===== src/rtl/ext_arbiter_pkg.sv =====
// Shared constants for the extension-op arbiter: op codes and FSM state encoding.
// Latency: n/a (constants only).
// Backpressure: n/a.
package ext_arbiter_pkg;

    // Extension-op codes
    localparam logic [1:0] EOP_ZERO = 2'd0;  // zero-extend
    localparam logic [1:0] EOP_SIGN = 2'd1;  // sign-extend
    localparam logic [1:0] EOP_LUI  = 2'd2;  // imm in upper half, lower half zero
    localparam logic [1:0] EOP_BR   = 2'd3;  // sign-extend then shift left by 2

    // Output-register FSM state encoding
    localparam logic [0:0] EMPTY = 1'b0;     // no result held
    localparam logic [0:0] FULL  = 1'b1;     // result held, out_valid=1

endpackage


===== src/rtl/ext_arbiter_ext.sv =====
// Combinational immediate extender: widens a 16-bit immediate to 32 bits by op code.
// Latency: 0 cycles (pure combinational).
// Backpressure: none; output follows inputs.
// Ports: imm[15:0] immediate in, eop[EOP_W-1:0] op code in, ext[31:0] extended value out.
module ext_arbiter_ext
    import ext_arbiter_pkg::*;
#(
    parameter int EOP_W = 2
) (
    input  logic [15:0]      imm,
    input  logic [EOP_W-1:0] eop,
    output logic [31:0]      ext
);

    always_comb begin
        ext = '0;
        case (eop)
            EOP_W'(EOP_ZERO): ext = {16'h0000, imm};
            EOP_W'(EOP_SIGN): ext = {{16{imm[15]}}, imm};
            EOP_W'(EOP_LUI):  ext = {imm, 16'h0000};
            // Sign-extended value shifted by 2; the two bits pushed out of
            // bit 31 are dropped, leaving 14 copies of the sign bit on top.
            EOP_W'(EOP_BR):   ext = {{14{imm[15]}}, imm, 2'b00};
            default:          ext = '0;
        endcase
    end

endmodule


===== src/rtl/ext_arbiter.sv =====
// Two-requester round-robin arbiter feeding an immediate extender into a one-entry output register.
// Latency: 1 cycle from grant edge to out_valid/out_data/out_src.
// Backpressure: requesters are granted only when the output register is empty or being popped the same cycle.
// Ports: clk, rst_n (async active-low); r0_*/r1_* valid/ready request channels carrying imm[15:0] and eop;
//        out_valid/out_ready result channel carrying out_data[31:0] and out_src (winning requester index).
module ext_arbiter
    import ext_arbiter_pkg::*;
#(
    parameter int EOP_W = 2
) (
    input  logic             clk,
    input  logic             rst_n,

    input  logic             r0_valid,
    output logic             r0_ready,
    input  logic [15:0]      r0_imm,
    input  logic [EOP_W-1:0] r0_eop,

    input  logic             r1_valid,
    output logic             r1_ready,
    input  logic [15:0]      r1_imm,
    input  logic [EOP_W-1:0] r1_eop,

    output logic             out_valid,
    input  logic             out_ready,
    output logic [31:0]      out_data,
    output logic             out_src
);

    logic [0:0]       state;
    logic             last_grant;
    logic             accept_ok;
    logic             grant;
    logic             grant_idx;
    logic [15:0]      sel_imm;
    logic [EOP_W-1:0] sel_eop;
    logic [31:0]      ext_val;

    // The register can take a new result when it is empty, or when the
    // consumer drains it on this same edge (pop + load, no bubble).
    assign accept_ok = (state == EMPTY) || out_ready;

    // On a tie the requester that did not win last time goes first; a lone
    // requester always wins regardless of history. rst_n gating keeps both
    // readies low for the whole reset interval.
    assign grant_idx = (r0_valid && r1_valid) ? ~last_grant : r1_valid;
    assign grant     = rst_n && accept_ok && (r0_valid || r1_valid);

    assign r0_ready = grant && !grant_idx;
    assign r1_ready = grant &&  grant_idx;

    assign sel_imm = grant_idx ? r1_imm : r0_imm;
    assign sel_eop = grant_idx ? r1_eop : r0_eop;

    ext_arbiter_ext #(
        .EOP_W (EOP_W)
    ) ext (
        .imm (sel_imm),
        .eop (sel_eop),
        .ext (ext_val)
    );

    always_ff @(posedge clk or negedge rst_n) begin
        if (!rst_n) begin
            state      <= EMPTY;
            out_data   <= '0;
            out_src    <= 1'b0;
            last_grant <= 1'b1;
        end else begin
            if (grant) begin
                state      <= FULL;
                out_data   <= ext_val;
                out_src    <= grant_idx;
                last_grant <= grant_idx;
            end else if ((state == FULL) && out_ready) begin
                // Pop with nothing to refill; data left as-is, out_valid drops.
                state <= EMPTY;
            end
        end
    end

    assign out_valid = (state == FULL);

endmodule


===== config.mk =====
export PLATFORM = sky130hd
export DESIGN_NAME = ext_arbiter
export DESIGN_NICKNAME = d
export VERILOG_FILES = /design/src/rtl/ext_arbiter_pkg.sv /design/src/rtl/ext_arbiter_ext.sv /design/src/rtl/ext_arbiter.sv
export SDC_FILE = /design/constraint.sdc
export NUM_CORES = 1
export LEC_CHECK = 0
export BUFFER_PORTS_ARGS = -buffer_cell sky130_fd_sc_hd__buf_2
export CAP_MARGIN = 0
export CORE_UTILIZATION = 40
export CTS_BUF_LIST = sky130_fd_sc_hd__clkbuf_16
export DETAILED_ROUTE_END_ITERATION = 10
export GPL_ROUTABILITY_DRIVEN = 0
export HOLD_SLACK_MARGIN = 0.08
export PLACE_DENSITY = 0.78
export SLEW_MARGIN = 20
export SYNTH_ARGS = -nofsm -noshare
export SYNTH_HDL_FRONTEND = slang
export SYNTH_SLANG_ARGS = --single-unit

===== constraint.sdc =====
create_clock -name clk -period 4.2 [get_ports clk]
set_input_delay 0.21 -clock clk [delete_from_list [all_inputs] [get_ports clk]]
set_output_delay 0.21 -clock clk [all_outputs]
set_load 0.1 [all_outputs]

-- Yosys cells after proc, flatten, opt, wreduce, memory -nomap -nowiden
Index checks and enable logic that the tools add are counted.
- logic and storage cells: 26
- input bits: 41
- bits in registers: 35
- multiplexer cells: 6
- bitwise operators: 2
- equal/unequal tests: 3
- reduce and logical (&&, ||, !) cells: 11
- operators by type and width (kind ; number):
    case mux 32 bit (4 select lines) ; 1
    two-way mux 16 bit ; 1
    logical AND 1 bit ; 6
    equality test 2 bit (second input constant) ; 2
    two-way mux 1 bit ; 3
    equality test 2 x 1 -> 1 bit (second input constant) ; 1
    logical NOT 2 bit ; 1
    logical OR 1 bit ; 2
    two-way mux 2 bit ; 1
    inverter 1 bit ; 2
    nonzero test 2 bit ; 1
    logical NOT 1 bit ; 1

-- Longest topological paths before layout
Gate-level depths: netlist (run 1).
- depth in word-level cells: 5
- mapped depth: 6
- gate-level depth less buffers: 4

-- Cells and area by module
A second synthesis (run 1) with hierarchy kept.
- cells, all modules: 142
- area total of the unflattened synthesis: 1933.1 um^2
- by module, submodules not included (module ; area each (um^2) ; cells each ; seq. area each (um^2) ; instances):
    ext_arbiter ; 1567.8 ; 100 ; 877.1 ; 1
    ext_arbiter_ext ; 365.4 ; 42 ; 0.0 ; 1

-- Least setup slack after synthesis (run 1)
Ideal clock, no wire load.
- path kind: register to output
- start point: reg state (netlist: out_valid)
- end point: out r0_ready
- path buffers: 2
- arrival: 2.605 ns
- stages on the path, launching flop included: 6
- setup slack: 1.385 ns
- cells stage by stage: dfrtp_1 > nand2b_1 > nand2b_1 > clkbuf_1 > buf_2 > nor2_1
- longest elaborated chain between the ends: 5
- RTL lines (what ; RTL line ; source):
    start, declared ; ext_arbiter.sv:30 ; logic [0:0] state;
    start signal, assigned ; ext_arbiter.sv:65 ; state <= EMPTY;
    start signal, assigned ; ext_arbiter.sv:71 ; state <= FULL;
    start signal, assigned ; ext_arbiter.sv:77 ; state <= EMPTY;
    inverter 1 bit ; ext_arbiter.sv:41 ; assign accept_ok = (state == EMPTY) || out_ready;
    logical OR 1 bit ; ext_arbiter.sv:41 ;
    logical AND 1 bit (2 in a row) ; ext_arbiter.sv:47 ; assign grant = rst_n && accept_ok && (r0_valid || r1_valid);
    logical AND 1 bit ; ext_arbiter.sv:49 ; assign r0_ready = grant && !grant_idx;
    end, declared ; ext_arbiter.sv:15 ; output logic r0_ready,
Every way passes these cells.

-- Worst setup path in the final report (run 1)
- start point: in rst_n
- end point: out r1_ready
- longest elaborated chain between the ends: 3
- RTL lines (what ; RTL line ; source):
    start, declared ; ext_arbiter.sv:12 ; input logic rst_n,
    logical AND 1 bit (2 in a row) ; ext_arbiter.sv:47 ;
    logical AND 1 bit ; ext_arbiter.sv:50 ; assign r1_ready = grant && grant_idx;
    end, declared ; ext_arbiter.sv:20 ; output logic r1_ready,
Every way passes these cells.

==> results.toml, run 1 <==
[final_layout]
nFillCells = 454
seq_area_um2 = 877
fin_nets = 308
antenna_cells = 0
multi_input_area_um2 = 986
drive_gt1_share_pct = 35.1
post-route-util_pct = 52.9
synthToLayoutAreaGrowth_pct = 26.7
design_area_um2 = 2520

[cts]
cts_resized = 0
clkTransAtPathRegs_ns = 0.05
clock-root-buffer = "clkbuf_16"
cts_tree = "built"
cts.sink_count = 35
ctsHoldBuffers = 1
postCtsSetupBuffers = 0
cts_inserted_buffers = 5
htreeDepth = 2
insertion_delay_ns = 0.28
clockBufferDepth = 2

[detailed_routing]
dr_total_vias = 1848
detail_route.wl_per_cell_um = 16.1
firstDrtPassIters = 4
route.detailed.drc = 0
drt_iter0_drc = 181
wl_um = 5410
drt-vias-per-instance = 5.52
ant_nets = 0

[grt]
grt-busiest-layer = "met2"
grtUsageMet2_pct = 33.2
met3_usage_pct = 5.28
grt.met1_usage_pct = 29.7
grt_max_degree = 37
grt_use_total_pct = 21.7
grt_pass1_wl_um = 8550
grt_overflow = 0
grt_pass1_vias = 1733
antenna_found_initial = 0

[worst_setup_path]
required_ns = 3.99
cp_max_fo = 36
arrival_ns = 2.60
critPathMaxStageDelay_ns = 0.52
cp-start-kind = "primary input"
reg2reg_from = "last_grant$_DFFE_PN1P_"
critPathKind = "in2out"
cp_top_family = "buffers and inverters"
crit_buf_inv = 5
r2r_slack_ns = 2.02
r2r-end = "out_data[5]$_DFFE_PN0P_"
cpMaxStageDelayCell = "dlygate4sd3_1"
cp.depth = 8
worstRegToRegCells = 5
crit_chain = "dlygate4sd3_1 -> buf_2 -> buf_4 -> o21ai_1 -> nand2b_1 -> buf_4 -> nor2_1 -> buf_2"
cp-end-kind = "output port"

[sta]
final.period_utilization_pct = 67.0
worst_pin_slew_ns = 0.896
setup_viol = 0
finalClockSkew_ns = 0.00346
hold_viol_final = 0
rsz0062_at_grt = "no"
slew_headroom_pct = 40.1
drv_slew = 0
fin_crit_ns = 2.81
finalSetupTns_ns = 0
max_freq_ghz = 0.355
fin_hold_ws_ns = 0.232

[logic_synthesis]
synth-simple-area-share_pct = 16.6
synth_common_cells = "dfrtp_1, nor2_1, mux2i_1, nor3b_1, o22a_1"
synth_fp_nets = 239
synth-async-reset-ratio_pct = 100
synth_edf_count = 0
synth-compound-area-share_pct = 23.1
synth.area.top_cells = "dfrtp_1, mux2i_1, o22a_1"
synth_top_family_by_area = "compound AO/OA/AOI/OAI gates"
yosys.area.top_type = "dfrtp_1"
synth.distinct_cells = 32
muxShareOfSynthArea_pct = 9.77
synth_fa_ha_area_share_pct = 0
syn_inst = 198
synthFlopType = "dfrtp_1"
synth_most_common_cell = "dfrtp_1"
synth-xor-area-share_pct = 0
syn_avg_cell_area_um2 = 10.0
mappedNetlistArea_um2 = 1990
synth_top_cell_area_share_pct = 42.8
synth-seq-cells = 35
yosysWarningCount = 0
synth-seq-area-share_pct = 44.2

[floorplan]
fp-row-count = 25
die_area_um2 = 5250
die_h_um = 72.5
core_um2 = 4750
ios = 77
start_util_pct = 41.8
die_w_um = 72.5

[power]
seqPwrFrac_pct = 28.4
ir_worst_vdd_uv = 387
p_leak_nw = 1.16
comb_power_share_pct = 48.3
power.net_switching_w = 0.000798
pwr_density_cell_nw_per_um2 = 617
power.internal_w = 0.000754
p_sw_share_pct = 51.4
clkPwrFrac_pct = 23.3

[min_path]
worstHoldPathType = "in2reg"
holdPathStages = 3
whs_endpoint = "out_valid$_DFFE_PN0P_"
min_from = "out_ready"

[flow_run]
cap_violations = 0

[outcome]
status = "complete, no violations"

[placed_design]
hpwlAfterDp_um = 3810
dpl_cell_area_um2 = 2360
port_buffers = 76
-- cells by family after synthesis --
group | Yosys count
AND/OR/NAND/NOR | 67
AO/OA/AOI/OAI | 58
flip-flops | 35
buffers and inverters | 20
multiplexers | 18
-- state kept, by name, summed over array words and instances (netlist names) --
| signal | flops |
|---|---|
| out_src | 1 |
| last_grant | 1 |
| out_valid | 1 |
| out_data | 32 |
-- worst register-to-register path, cell delays in order (launching register included) --
cell and delay, ns:
dfstp_2 0.39, a21boi_4 0.71, buf_4 0.39, nor3b_1 0.08, a311oi_1 0.32, o22ai_1 0.15
-- routing by layer --
metal  part of all wire, %  wire, µm  up-vias
met5                     0         0        -
met4                   1.8        97        0
met3                   5.7       306        9
met2                    47      2530       59
met1                    46      2470      901
li1                      -         -      879
-- area by class of cell --
cell class | count | area share [%]
clock buffer | 5 | 4.97
clock inverter | 3 | 0.796
inverter | 1 | 0.149
multi-input combinational | 143 | 39.2
sequential | 35 | 34.9
tap | 67 | 3.33
timing repair buffer | 81 | 16.7
-- layout by cell type (no fill, tap or decap), types with 2 or more instances in the layout --
cell type	instances
nor2_1	29
clkinvlp_4	2
clkbuf_16	5
dfrtp_1	34
buf_4	4
nor3b_1	14
nand2b_1	2
mux2i_1	16
a21o_1	3
a21oi_1	2
o22a_1	14
buf_2	76
a31oi_1	3
nor2b_1	2
o21ai_1	2
o31ai_1	3
a311oi_1	13
nand2_1	11
and3_1	2
o22ai_1	13
nand3_1	4
-- how the worst max path moves through the flow --
stage | from | endpoint | slack, ns
floorplan | out_valid$_DFFE_PN0P_ | r0_ready | 1.38
finish | rst_n | r1_ready | 1.39
CTS | rst_n | r1_ready | 1.35
global placement | rst_n | r1_ready | 1.94
detailed placement | rst_n | r1_ready | 1.89
global route | rst_n | r1_ready | 1.16
-- through the flow --
| step | std cells | total power (W) | worst slack [ns] |
|---|---|---|---|
| 6_report | 335 | 0.00155 | 1.39 |
| 5_1_grt | 335 | 0.00162 | 1.16 |
| 4_1_cts | 335 | 0.00156 | 1.35 |
| 3_5_place_dp | 326 | 0.00119 | 1.89 |
| 3_3_place_gp | 326 | 0.00119 | 1.94 |
| 2_1_floorplan | 198 | 0.00106 | 1.38 |
-- power groups by stage --
stage,combinational [W],clock (W),sequential (W)
2_1_floorplan,0.000161,0,0.000903
3_3_place_gp,0.000742,0,0.000446
3_5_place_dp,0.000748,0,0.000447
4_1_cts,0.000751,0.000369,0.000441
5_1_grt,0.000778,0.000389,0.000449
6_report,0.000750,0.000362,0.000441
Power figures use the tool's default switching activity.
==> run 2: changes to the inputs <==
Clock period 4.2 ns to 2.76 ns, I/O delays scaled along.
==> results.toml, run 2 (synthesized netlist as in run 1, its figures left out) <==
[sta]
drv_slew = 0
fin_crit_ns = 2.19
hold_viol_final = 0
finalSetupTns_ns = 0
rsz0062_at_grt = "no"
final.period_utilization_pct = 79.2
slew_headroom_pct = 56.9
worst_pin_slew_ns = 0.644
finalClockSkew_ns = 0.00560
setup_viol = 0
max_freq_ghz = 0.457

[cts]
cts_tree = "built"
cts_resized = 0
cts_inserted_buffers = 5
cts.sink_count = 35
clockBufferDepth = 2
postCtsSetupBuffers = 0
htreeDepth = 2
clock-root-buffer = "clkbuf_16"
clkTransAtPathRegs_ns = 0.06
insertion_delay_ns = 0.28

[final_layout]
regMostFlops = "out_data"
layout.cells.non_filler = 335
fin_nets = 308
drive_gt1_share_pct = 35.1
layout_common_cells = "buf_2, dfrtp_1, nor2_1, mux2i_1"
synthToLayoutAreaGrowth_pct = 27.5
post-route-util_pct = 53.2
final_common_cell = "buf_2"
largest_register_ffs = 32
antenna_cells = 0

[placed_design]
port_buffers = 76
hpwlAfterDp_um = 3840
dpl.cell_count = 326

[floorplan]
die_w_um = 72.5
start_util_pct = 41.8
ios = 77
die_area_um2 = 5250
die_h_um = 72.5
fp-row-count = 25
core_um2 = 4750

[worst_setup_path]
cp_max_fo = 15
arrival_ns = 2.05
r2r-end = "out_data[17]$_DFFE_PN0P_"
critPathKind = "in2out"
required_ns = 2.62
reg2reg_from = "last_grant$_DFFE_PN1P_"
worstRegToRegCells = 5
cp-start-kind = "primary input"
cp-end-kind = "output port"
r2r_slack_ns = 0.70

[detailed_routing]
drt_iter0_drc = 167
detail_route.wl_per_cell_um = 16.2
dr_total_vias = 1843
firstDrtPassIters = 4
drt-vias-per-instance = 5.50
ant_nets = 0
route.detailed.drc = 0
wl_um = 5430

[min_path]
whs_endpoint = "out_valid$_DFFE_PN0P_"
holdPathStages = 3
min_from = "out_ready"
worstHoldPathType = "in2reg"

[grt]
grt_overflow = 0
met3_usage_pct = 5.00
grt_pass1_wl_um = 8530
grt_pass1_vias = 1708
grt_use_total_pct = 21.5
grt_max_degree = 36
antenna_found_initial = 0
grtUsageMet2_pct = 33.3
grt-busiest-layer = "met2"
grt.met1_usage_pct = 29.3

[power]
p_leak_nw = 1.16
pwr_density_cell_nw_per_um2 = 934
ir_worst_vdd_uv = 425
fin_total_pwr_w = 0.00236

[flow_run]
cap_violations = 0

[outcome]
status = "complete, no violations"
[run 2: cell counts in the layout (fill, tap and decap cells not counted)]
Identical to the previous run, type by type.
[run 2: per-layer routing]
layer	wire length [µm]	vias to the layer above
met5	0	-
met4	79	0
met3	345	6
met2	2590	80
met1	2410	878
li1	-	879
[run 2: how the worst max path moves through the flow]
stage | start | end | cells past startpoint
CTS | rst_n | r0_ready | 7
global placement | last_grant$_DFFE_PN1P_ | out_data[17]$_DFFE_PN0P_ | 5
finish | rst_n | r0_ready | 7
global route | rst_n | r0_ready | 7
floorplan | out_valid$_DFFE_PN0P_ | r0_ready | 5
detailed placement | last_grant$_DFFE_PN1P_ | out_data[17]$_DFFE_PN0P_ | 5
[run 2: through the flow]
stage	instance area, µm²	worst slack [ns]	hold slack [ns]
3_3_place_gp	2380	0.804	0.220
4_1_cts	2530	0.588	0.152
6_report	2530	0.574	0.147
2_1_floorplan	1990	0.0166	-0.158
5_1_grt	2530	0.441	0.199
3_5_place_dp	2380	0.735	0.225
[run 2: power breakdown]
group          internal, W  switching [W]  total [W]
clock network     0.000332       0.000219   0.000551
registers         0.000613      0.0000550   0.000668
logic             0.000205       0.000940    0.00115
[run 2: final cells by class]
class	instances	area, µm²
clock buffer	5	125
fill	458	2220
sequential	35	877
timing repair buffer	81	435
multi-input combinational	143	986
inverter	1	3.75
clock inverter	3	20.0
tap	67	83.8
[run 2: what timing repair did]
item                                   4_1_cts  5_1_grt
endpoints found under the hold margin       34        0
setup endpoints to repair                    0        0
hold buffers                                 1        0
[run 2: critical path, stage by stage]
cell and delay (ns):
dlygate4sd3_1 0.52, buf_2 0.11, o21ai_1 0.10, nand2b_1 0.33, buf_4 0.28, nor2_1 0.12
buf_2 0.43
